File: config.mk
export PLATFORM = sky130hd
export DESIGN_NAME = sdram_port_scheduler_flat
export DESIGN_NICKNAME = d
export VERILOG_FILES = /design/src/rtl/sdram_sched_pkg.sv /design/src/rtl/sdram_port_scheduler_if.sv /design/src/rtl/sched_wr_fifo.sv /design/src/rtl/sdram_port_scheduler.sv /design/src/flat_wrapper.sv
export SDC_FILE = /design/constraint.sdc
export NUM_CORES = 1
export LEC_CHECK = 0
export ABC_AREA = 1
export CAP_MARGIN = 20
export CORE_MARGIN = 5
export CORE_UTILIZATION = 55
export DETAILED_ROUTE_END_ITERATION = 6
export PLACE_DENSITY = 0.91
export SLEW_MARGIN = 20
export SYNTH_ARGS = -nofsm -noshare
export SYNTH_HDL_FRONTEND = slang
export SYNTH_SLANG_ARGS = --single-unit
File: constraint.sdc
create_clock -name clk -period 7.4 [get_ports clk]
set_clock_uncertainty 0.05 [all_clocks]
set_input_delay 1.11 -clock clk [delete_from_list [all_inputs] [get_ports clk]]
set_output_delay 1.11 -clock clk [all_outputs]
set_load 0.005 [all_outputs]
File: src/rtl/sdram_sched_pkg.sv
// rtl/sdram_sched_pkg.sv - shared types for the SDRAM port 0 scheduler
package sdram_sched_pkg;
    localparam int SCHED_ADDR_WIDTH = 25;
    localparam int WDOG_WIDTH       = 10;

    typedef enum logic [2:0] {
        IDLE,
        WR_ISSUE,
        WR_WAIT,
        RD_ISSUE,
        RD_BURST,
        RD_END
    } sched_state_t;

    typedef struct packed {
        logic [SCHED_ADDR_WIDTH-1:0] addr;
        logic [15:0]                 data;
    } wr_entry_t;
endpackage

File: src/rtl/sdram_port_scheduler_if.sv
// rtl/sdram_port_scheduler_if.sv - loader, video and SDRAM port 0 signals of the scheduler
interface sdram_port_scheduler_if #(
    parameter int ADDR_WIDTH = 25
);
    logic                  wr_valid;
    logic [ADDR_WIDTH-1:0] wr_addr;
    logic [15:0]           wr_data;
    logic                  wr_ready;
    logic                  wr_overflow;
    logic                  rd_req;
    logic [ADDR_WIDTH-1:0] rd_addr;
    logic                  rd_end_burst;
    logic                  rd_granted;
    logic                  rd_data_available;
    logic [15:0]           rd_data;
    logic [ADDR_WIDTH-1:0] mem_addr;
    logic [15:0]           mem_data;
    logic                  mem_wr_req;
    logic                  mem_rd_req;
    logic                  mem_end_burst_req;
    logic                  mem_busy;
    logic                  mem_data_available;
    logic [15:0]           mem_q;

    // master: requesters plus controller model; slave: the scheduler itself
    modport master (
        output wr_valid, wr_addr, wr_data, rd_req, rd_addr, rd_end_burst,
               mem_busy, mem_data_available, mem_q,
        input  wr_ready, wr_overflow, rd_granted, rd_data_available, rd_data,
               mem_addr, mem_data, mem_wr_req, mem_rd_req, mem_end_burst_req
    );

    modport slave (
        input  wr_valid, wr_addr, wr_data, rd_req, rd_addr, rd_end_burst,
               mem_busy, mem_data_available, mem_q,
        output wr_ready, wr_overflow, rd_granted, rd_data_available, rd_data,
               mem_addr, mem_data, mem_wr_req, mem_rd_req, mem_end_burst_req
    );
endinterface

File: src/rtl/sched_wr_fifo.sv
// rtl/sched_wr_fifo.sv - loader write queue holding {addr, data} entries
module sched_wr_fifo
    import sdram_sched_pkg::*;
#(
    parameter int DEPTH = 4,
    localparam int PTR_W = $clog2(DEPTH)
) (
    input  logic          clk,
    input  logic          reset_n,
    input  logic          push,
    input  wr_entry_t     push_entry,
    input  logic          pop,
    output wr_entry_t     head,
    output logic [PTR_W:0] count,
    output logic          full,
    output logic          empty
);
    wr_entry_t        mem [DEPTH];
    logic [PTR_W-1:0] rd_ptr;
    logic [PTR_W-1:0] wr_ptr;
    logic             do_push;
    logic             do_pop;

    // A pop frees a slot in the same cycle, so push-while-full is legal alongside it
    assign do_pop  = pop && !empty;
    assign do_push = push && (!full || do_pop);

    always_ff @(posedge clk or negedge reset_n) begin
        if (!reset_n) begin
            rd_ptr <= '0;
            wr_ptr <= '0;
            count  <= '0;
        end else begin
            if (do_push) wr_ptr <= wr_ptr + PTR_W'(1);
            if (do_pop)  rd_ptr <= rd_ptr + PTR_W'(1);
            case ({do_push, do_pop})
                2'b10:   count <= count + (PTR_W+1)'(1);
                2'b01:   count <= count - (PTR_W+1)'(1);
                default: ;
            endcase
        end
    end

    always_ff @(posedge clk) begin
        if (do_push) mem[wr_ptr] <= push_entry;
    end

    assign head  = mem[rd_ptr];
    assign full  = (count == (PTR_W+1)'(DEPTH));
    assign empty = (count == '0);
endmodule

File: src/rtl/sdram_port_scheduler.sv
// rtl/sdram_port_scheduler.sv - arbitrates SDRAM port 0 between queued loader writes and video bursts
module sdram_port_scheduler
    import sdram_sched_pkg::*;
#(
    parameter int FIFO_DEPTH    = 4,
    parameter int ADDR_WIDTH    = SCHED_ADDR_WIDTH,
    parameter int BURST_TIMEOUT = 1023
) (
    input  logic                 clk,
    input  logic                 reset_n,
    sdram_port_scheduler_if.slave bus
);
    localparam int CNT_W = $clog2(FIFO_DEPTH) + 1;

    sched_state_t          state;
    wr_entry_t             push_entry;
    wr_entry_t             head;
    logic [CNT_W-1:0]      fifo_count;
    logic                  fifo_full;
    logic                  fifo_empty;
    logic                  push;
    logic                  pop;
    logic [WDOG_WIDTH-1:0] wdog;
    logic                  wdog_hit;
    logic [ADDR_WIDTH-1:0] addr_q;
    logic [15:0]           data_q;
    logic                  wr_req_q;
    logic                  rd_req_q;
    logic                  end_req_q;
    logic                  granted_q;
    logic                  overflow_q;

    assign push_entry.addr = bus.wr_addr;
    assign push_entry.data = bus.wr_data;
    assign push            = bus.wr_valid && !fifo_full;
    assign pop             = (state == WR_ISSUE) && !bus.mem_busy && !fifo_empty;

    sched_wr_fifo #(.DEPTH(FIFO_DEPTH)) u_wr_fifo (
        .clk        (clk),
        .reset_n    (reset_n),
        .push       (push),
        .push_entry (push_entry),
        .pop        (pop),
        .head       (head),
        .count      (fifo_count),
        .full       (fifo_full),
        .empty      (fifo_empty)
    );

    // Fires on the cycle whose edge would bring the watchdog up to the timeout
    assign wdog_hit = (32'(wdog) + 32'd1) >= 32'(BURST_TIMEOUT);

    always_ff @(posedge clk or negedge reset_n) begin
        if (!reset_n) begin
            state     <= IDLE;
            wr_req_q  <= 1'b0;
            rd_req_q  <= 1'b0;
            end_req_q <= 1'b0;
            granted_q <= 1'b0;
            addr_q    <= '0;
            data_q    <= '0;
            wdog      <= '0;
        end else begin
            wr_req_q  <= 1'b0;
            rd_req_q  <= 1'b0;
            end_req_q <= 1'b0;
            case (state)
                IDLE: begin
                    if (fifo_full)              state <= WR_ISSUE;
                    else if (bus.rd_req)        state <= RD_ISSUE;
                    else if (fifo_count != '0)  state <= WR_ISSUE;
                end
                WR_ISSUE: if (!bus.mem_busy) begin
                    wr_req_q <= 1'b1;
                    addr_q   <= head.addr;
                    data_q   <= head.data;
                    state    <= WR_WAIT;
                end
                WR_WAIT: if (!bus.mem_busy) state <= IDLE;
                RD_ISSUE: if (!bus.mem_busy) begin
                    rd_req_q  <= 1'b1;
                    addr_q    <= bus.rd_addr;
                    granted_q <= 1'b1;
                    wdog      <= '0;
                    state     <= RD_BURST;
                end
                RD_BURST: begin
                    if (bus.rd_end_burst || wdog_hit) begin
                        end_req_q <= 1'b1;
                        state     <= RD_END;
                    end else if (wdog != '1) begin
                        wdog <= wdog + WDOG_WIDTH'(1);
                    end
                end
                RD_END: begin
                    granted_q <= 1'b0;
                    if (!bus.mem_busy) state <= IDLE;
                end
                default: state <= IDLE;
            endcase
        end
    end

    always_ff @(posedge clk or negedge reset_n) begin
        if (!reset_n)                      overflow_q <= 1'b0;
        else if (bus.wr_valid && fifo_full) overflow_q <= 1'b1;
    end

    assign bus.wr_ready          = !fifo_full;
    assign bus.wr_overflow       = overflow_q;
    assign bus.rd_granted        = granted_q;
    assign bus.rd_data_available = bus.mem_data_available && granted_q;
    assign bus.rd_data           = bus.mem_q;
    assign bus.mem_addr          = addr_q;
    assign bus.mem_data          = data_q;
    assign bus.mem_wr_req        = wr_req_q;
    assign bus.mem_rd_req        = rd_req_q;
    assign bus.mem_end_burst_req = end_req_q;
endmodule

File: src/flat_wrapper.sv
// flat-port wrapper written by rule: the top's interface ports become plain ports
module sdram_port_scheduler_flat import sdram_sched_pkg::*;
#(
    parameter int FIFO_DEPTH    = 4,
    parameter int ADDR_WIDTH    = SCHED_ADDR_WIDTH,
    parameter int BURST_TIMEOUT = 1023
)
  (clk, reset_n, bus_wr_valid, bus_wr_addr, bus_wr_data, bus_rd_req, bus_rd_addr, bus_rd_end_burst, bus_mem_busy, bus_mem_data_available, bus_mem_q, bus_wr_ready, bus_wr_overflow, bus_rd_granted, bus_rd_data_available, bus_rd_data, bus_mem_addr, bus_mem_data, bus_mem_wr_req, bus_mem_rd_req, bus_mem_end_burst_req);
  sdram_port_scheduler_if #(.ADDR_WIDTH(ADDR_WIDTH)) bus_i ();
  input  logic clk;
  input  logic reset_n;
  input wire logic [$bits(bus_i.wr_valid)-1:0] bus_wr_valid;
  input wire logic [$bits(bus_i.wr_addr)-1:0] bus_wr_addr;
  input wire logic [$bits(bus_i.wr_data)-1:0] bus_wr_data;
  input wire logic [$bits(bus_i.rd_req)-1:0] bus_rd_req;
  input wire logic [$bits(bus_i.rd_addr)-1:0] bus_rd_addr;
  input wire logic [$bits(bus_i.rd_end_burst)-1:0] bus_rd_end_burst;
  input wire logic [$bits(bus_i.mem_busy)-1:0] bus_mem_busy;
  input wire logic [$bits(bus_i.mem_data_available)-1:0] bus_mem_data_available;
  input wire logic [$bits(bus_i.mem_q)-1:0] bus_mem_q;
  output wire logic [$bits(bus_i.wr_ready)-1:0] bus_wr_ready;
  output wire logic [$bits(bus_i.wr_overflow)-1:0] bus_wr_overflow;
  output wire logic [$bits(bus_i.rd_granted)-1:0] bus_rd_granted;
  output wire logic [$bits(bus_i.rd_data_available)-1:0] bus_rd_data_available;
  output wire logic [$bits(bus_i.rd_data)-1:0] bus_rd_data;
  output wire logic [$bits(bus_i.mem_addr)-1:0] bus_mem_addr;
  output wire logic [$bits(bus_i.mem_data)-1:0] bus_mem_data;
  output wire logic [$bits(bus_i.mem_wr_req)-1:0] bus_mem_wr_req;
  output wire logic [$bits(bus_i.mem_rd_req)-1:0] bus_mem_rd_req;
  output wire logic [$bits(bus_i.mem_end_burst_req)-1:0] bus_mem_end_burst_req;
  assign bus_i.wr_valid = bus_wr_valid;
  assign bus_i.wr_addr = bus_wr_addr;
  assign bus_i.wr_data = bus_wr_data;
  assign bus_i.rd_req = bus_rd_req;
  assign bus_i.rd_addr = bus_rd_addr;
  assign bus_i.rd_end_burst = bus_rd_end_burst;
  assign bus_i.mem_busy = bus_mem_busy;
  assign bus_i.mem_data_available = bus_mem_data_available;
  assign bus_i.mem_q = bus_mem_q;
  assign bus_wr_ready = bus_i.wr_ready;
  assign bus_wr_overflow = bus_i.wr_overflow;
  assign bus_rd_granted = bus_i.rd_granted;
  assign bus_rd_data_available = bus_i.rd_data_available;
  assign bus_rd_data = bus_i.rd_data;
  assign bus_mem_addr = bus_i.mem_addr;
  assign bus_mem_data = bus_i.mem_data;
  assign bus_mem_wr_req = bus_i.mem_wr_req;
  assign bus_mem_rd_req = bus_i.mem_rd_req;
  assign bus_mem_end_burst_req = bus_i.mem_end_burst_req;
  sdram_port_scheduler #(.FIFO_DEPTH(FIFO_DEPTH), .ADDR_WIDTH(ADDR_WIDTH), .BURST_TIMEOUT(BURST_TIMEOUT)) u_core (.clk(clk), .reset_n(reset_n), .bus(bus_i));
endmodule
==> metrics.txt, run 1 <==
fmax=between 200 and 300 MHz; Synth Warn #=0; # DRC=0; Netlist cell types=34; ratio of cells with drive above 1 in the final layout=0.0710; most common cell in the netlist=edfxtp_1; Clock Sinks=230; GR peak layer=met2; Crit path top cell by count=inv_1; GR met3 Demand/Resource=0.0401; Num CTS Buffers=23; total core area=around 17000 um^2; largest net degree at the start of global routing=between 80 and 90; Total Power=0.00460 W; Post-CTS Setup Inserts=0; crit-path leading delay family=buffers and inverters; Synth Register Bits=230; H-Tree Depth=1; CP Max Fanout=54; CP Cell Sequence=clkdlybuf4s50_1 > nor3_1 > inv_2 > nor2_2 > buf_4 > nand2_1 > inv_1 > ha_1 > inv_1 > fa_1 > a21oi_1 > o21ai_0 > xor2_1; cell row count=48; largest cells by area after synthesis=edfxtp_1 (52%), dfrtp_1 (17%), nor2_1 (6.1%); Seq/Total Area, Yosys=0.693; TNS Setup=0 ps; GR Overflow Total=0; initial antenna violation count=2; syn avg cell area=11.1 um^2; Nets=1053; total track usage=0.214; utilization after layout=0.683; die width=141 um; global-route wire length before repair=roughly 34 mm; CTS Hold Buffers Added=0; met1 Use GR=0.286; Crit Path Class=in2reg; hpwl dp=13.2 mm; count of input and output buffers=120; Lkg Pwr=4.55 nW; CP max stage cell=clkdlybuf4s50_1; drt via density=5.55; Critical Path Source Type=primary input; die area=20000 um^2; status=completed; Mapped Nets=around 960; vias in the first global route=between 6000 and 7000; post-cts resize count=0; DR vias=6652; Root Buffer=clkbuf_16; Buf+Inv Stages, Crit Path=5; Hold Violations, Final=0; Slew HR=0.384; Initial Utilization=0.555; HP Class=reg2reg; CP arrival=4010 ps; final hold slack=slightly above 400 ps; RSZ-0062 raised after global routing=false; Peak VDD IR=0.278 mV; I/O pin count=roughly 150; Worst Tran Pin Value=approximately 920 ps; Synth Instances=roughly 860; Period Utilization, post-route=0.498; post-synth top area share=0.519; crit path capture type=register; synth cell count leaders=edfxtp_1 (164), nor2_1 (154), nand2_1 (120), o21ai_0 (100), dfrtp_1 (66); Area after DPL=10800 um^2; pwr/cell area=between 300 and 400 nW/um^2; Die H=approximately 140 um; first-pass iteration count of the detailed router=7; fin. max-slew vios=0; Final min period=3690 ps; Post-synth EDFFs=164; per-cell routed wire length=between 15 and 20 um; CP peak stage delay=roughly 440 ps; Iteration-0 DRC Markers=561; Max Root-Sink Buffers=3; asr flop ratio synth=0.287; Syn-to-layout area delta=23.1%; GR met2 Demand/Resource=0.361; Max Cap Viol=0; antenna-violating nets left=0; DRT Wirelength=21.7 mm; gp weighted congestion=0.812; clk_lat worst skew=approximately 490 ps; # setup viols final=0; final instance area=11700 um^2; cell accounting for the most synthesized area=edfxtp_1; main flop type after synthesis=edfxtp_1; clk slew on worst S/H paths=70 ps; WP data required=just under 8000 ps; Mapped Area=9490 um^2; CTS tree=yes
## cell type report
cell class / count / area (um^2)
Sequential cell: 230 / 6580
Fill cell: 1168 / 5430
Multi-Input combinational cell: 507 / 2420
Timing Repair Buffer: 130 / 1270
Clock buffer: 25 / 593
Clock inverter: 16 / 292
Tap cell: 225 / 282
Inverter: 64 / 240
Antenna cell: 1 / 2.50
## stage by stage
step,cells,worst slack [ps]
final,1198,3710
after global routing,1198,3480
after CTS,1196,3760
after detailed placement,1155,3260
after global placement,1155,3340
after floorplan,859,3890
## per-layer routing
layer  share of wire  vias to the layer above
met4           0.025                        2
met5         0.00051                        -
met3           0.078                       39
met1            0.41                     3200
li1                -                     3121
met2            0.49                      290
## cells by family (layout without fill, tap and decap cells)
logic type               count (synthesis)  after routing  share of synthesized area
AO/OA/AOI/OAI                          184            184                      0.104
buffers and inverters                  122            235                     0.0555
other                                    0              1                          0
flip-flops                             230            230                      0.693
adder cells (fa/ha/maj)                  8              8                     0.0113
AND/OR/NAND/NOR                        309            309                      0.131
XOR/XNOR                                 6              6                    0.00554
## sequential cells by signal (all words and copies together), names as in the netlist
register                      count
u_core.bus.mem_end_burst_req      1
u_core.u_wr_fifo.mem            164
u_core.u_wr_fifo.wr_ptr           2
u_core.u_wr_fifo.rd_ptr           2
u_core.bus.rd_granted             1
u_core.bus.mem_addr              25
u_core.bus.mem_rd_req             1
u_core.bus.mem_data              16
u_core.bus.mem_wr_req             1
u_core.bus.wr_overflow            1
u_core.wdog                      10
u_core.u_wr_fifo.count            3
u_core.state                      3
## final timing paths
kind	startpoint	cells after the start	to	slack (ps)
hold / removal	u_core.bus.wr_overflow$_DFFE_PN0P_	1	u_core.bus.wr_overflow$_DFFE_PN0P_	410
setup reg to reg	u_core.state[2]$_DFFE_PN0P_	12	u_core.u_wr_fifo.count[2]$_DFFE_PN0P_	4330
min in group asynchronous	reset_n	1	u_core.bus.wr_overflow$_DFFE_PN0P_	700
hold reg to reg	u_core.bus.wr_overflow$_DFFE_PN0P_	1	u_core.bus.wr_overflow$_DFFE_PN0P_	410
max in group asynchronous	reset_n	1	u_core.u_wr_fifo.rd_ptr[0]$_DFFE_PN0P_	5970
setup / recovery	bus_mem_busy	13	u_core.u_wr_fifo.count[2]$_DFFE_PN0P_	3710
## power breakdown
group | total, W | internal (W) | switching, W | leakage [nW]
combinational | 0.00135 | 0.000533 | 0.000818 | 1.81
sequential | 0.00191 | 0.00172 | 0.000181 | 2.31
clock | 0.00135 | 0.000862 | 0.000484 | 0.438
total | 0.00460 | 0.00312 | 0.00148 | 4.55
## layout by cell type (no fill, tap or decap), types with 8 or more instances in the layout
master	Yosys	layout
edfxtp_1	164	164
nor2_1	154	150
nand2_1	120	120
clkdlybuf4s50_1	0	119
o21ai_0	100	100
dfrtp_1	66	64
inv_1	61	60
a21oi_1	27	27
o22ai_1	25	25
clkbuf_16	0	23
a31oi_1	17	17
nand3_1	11	11
nand4_1	10	10
o21ai_1	10	10
buf_4	16	10
bufinv_16	0	8
## worst register-to-register path: cells and delay by family (launching register included)
family | cells | cell delay, ps
xor gates and xnor gates | 1 | 150
buffers and inverters | 4 | 890
AOI/OAI and AO/OA | 2 | 290
and+or+nand+nor | 3 | 570
DFF | 1 | 430
adders and majority gates | 2 | 570
Power figures use the tool's default switching activity.
==> run 2, diff against run 1 <==
CORE_UTILIZATION = 48   (was 55)
PLACE_DENSITY = 0.85   (was 0.91)
clock period = 3.3 ns   (was 7.4 ns; I/O delays follow)
==> metrics.txt, run 2 (synthesized netlist as in run 1, its figures left out) <==
status=completed; Slew HR=0.366 (-0.0179); worst setup margin=860 ps (-2850 ps); Root Buffer=clkbuf_16; hpwl dp=13.1 mm (-0.56%); antenna-violating nets left=0 (unchanged); CTS Hold Buffers Added=0 (unchanged); Initial Utilization=0.488 (-0.0669); multi-input logic area=2420 um^2 (unchanged); Iteration-0 DRC Markers=613 (+9.3%); # diodes=0 (-1); Period Utilization, post-route=0.740; global-route wire length before repair=33.8 mm (-1.3%); Post-CTS Setup Inserts=0 (unchanged); count of input and output buffers=120 (unchanged); Max Root-Sink Buffers=3 (unchanged); drt via density=5.29 (-4.7%); Final min period=2440 ps; largest net degree at the start of global routing=84 (unchanged); gp weighted congestion=0.837 (+3.2%); GR Overflow Total=0 (unchanged); DRT Wirelength=21.5 mm (-1.2%); Lkg Pwr=4.53 nW (-0.45%); CTS tree=yes; Clock Sinks=230 (unchanged); Crit Path Class=reg2out; Top reg by flops=u_core.u_wr_fifo.mem; first-pass iteration count of the detailed router=6 (-1); ratio of cells with drive above 1 in the final layout=0.0684 (-0.00255); WP data required=2750 ps (-4970 ps); # DRC=0 (unchanged); pre-CTS setup slack=593 ps (-2670 ps); initial antenna violation count=2 (unchanged); Placed Cells=1200 (+3.9%); die area=22700 um^2 (+14%); Peak VDD IR=0.530 mV (+90%); per-cell routed wire length=17.3 um (-4.9%); pwr/cell area=860 nW/um^2 (+120%); die width=151 um (+6.5%); crit path capture type=primary output; CP Max Fanout=3 (-94%); FILL cells=1463 (+25%); Non-Filler Instances=1244 (+3.8%); Critical Path Source Type=register; Num CTS Buffers=24 (+4.3%); H-Tree Depth=1 (unchanged); I/O pin count=153 (unchanged); Nets=1058 (+0.47%); most common cell after layout, fill and taps aside=edfxtp_1; post-cts resize count=0 (unchanged); total core area=19500 um^2 (+14%); CP arrival=1900 ps (-2110 ps); fmax=410 MHz; RSZ-0062 raised after global routing=false; DR vias=6586 (-0.99%); HP Class=in2async; utilization after layout=0.601 (-0.0819); Max Cap Viol=0 (unchanged); fin. max-slew vios=0 (unchanged); clk_lat worst skew=500 ps (about the same); Hold Violations, Final=0 (unchanged); register area=6580 um^2 (about the same); most frequent cells in the layout=edfxtp_1 (164), nor2_1 (150), nand2_1 (120), clkdlybuf4s50_1 (119), o21ai_0 (100); TNS Setup=0 ps (unchanged); Worst R2R End=u_core.u_wr_fifo.count[2]$_DFFE_PN0P_; R2R depth=9 (-3); clk slew on worst S/H paths=60 ps (about the same); total track usage=0.189 (-0.0247); Die H=151 um (+6.5%); cell row count=51 (+6.3%); worst r2r src=u_core.u_wr_fifo.count[1]$_DFFE_PN0P_; # setup viols final=0 (unchanged); Syn-to-layout area delta=23.2% (about the same); vias in the first global route=6553 (-0.47%); number of flip-flops under the largest register name=164 (unchanged); Worst Tran Pin Value=951 ps (+26.9 ps); reg2reg setup slack=1030 ps (-3300 ps)
[run 2: cell types whose count changed in the layout (fill, tap and decap cells not counted), moves of 2 or more]
cell and change:
clkbuf_16 +4, buf_4 +5, clkbuf_1 +4, clkinv_1 +4, bufinv_16 -6, inv_6 -2
clkinv_2 -2
[run 2: worst max-delay path by stage]
stage                                                       end                                  start  slack [ps]  cells past startpoint
after floorplan            u_core.u_wr_fifo.mem[0][0]$_DFFE_PP_  u_core.u_wr_fifo.count[2]$_DFFE_PN0P_         320                      5
after global placement    u_core.u_wr_fifo.count[2]$_DFFE_PN0P_                           bus_mem_busy         590                     12
after detailed placement  u_core.u_wr_fifo.count[2]$_DFFE_PN0P_                           bus_mem_busy         590                     12
after CTS                                          bus_wr_ready  u_core.u_wr_fifo.count[1]$_DFFE_PN0P_         840                      3
after global routing                               bus_wr_ready  u_core.u_wr_fifo.count[1]$_DFFE_PN0P_         760                      3
final                                              bus_wr_ready  u_core.u_wr_fifo.count[1]$_DFFE_PN0P_         860                      3
[run 2: stage by stage]
step,power (W),hold WS (ps),area (um^2)
2_1_floorplan,0.00598,149,9490
3_3_place_gp,0.00725,394,10900
3_5_place_dp,0.00739,406,10900
4_1_cts,0.0101,109,11700
5_1_grt,0.0107,162,11700
6_report,0.0101,89.1,11700
[run 2: per-layer routing]
| layer | vias up | share of wire | track usage |
|---|---|---|---|
| met2 | 271 | 0.47 | 0.308 |
| met5 | - | 0.0012 | 0 |
| met3 | 45 | 0.083 | 0.0385 |
| li1 | 3134 | - | - |
| met1 | 3132 | 0.42 | 0.262 |
| met4 | 4 | 0.022 | 0.0512 |
[run 2: area by class of cell]
class	count	share of cell area
Clock buffer	34	0.0612
Clock inverter	10	0.00835
Inverter	64	0.0205
Multi-Input combinational cell	507	0.207
Sequential cell	230	0.563
Tap cell	265	0.0284
Timing Repair Buffer	134	0.112
[run 2: where the power goes]
group | internal, W | leakage (nW) | switching [W]
combinational | 0.00122 | 1.83 | 0.00193
sequential | 0.00387 | 2.31 | 0.000323
clock | 0.00166 | 0.397 | 0.00104
[run 2: critical path, stage by stage, from the launching register on]
cell             delay (ps)
dfrtp_1                 400
nor3_1                  410
inv_1                   110
clkdlybuf4s50_1         470
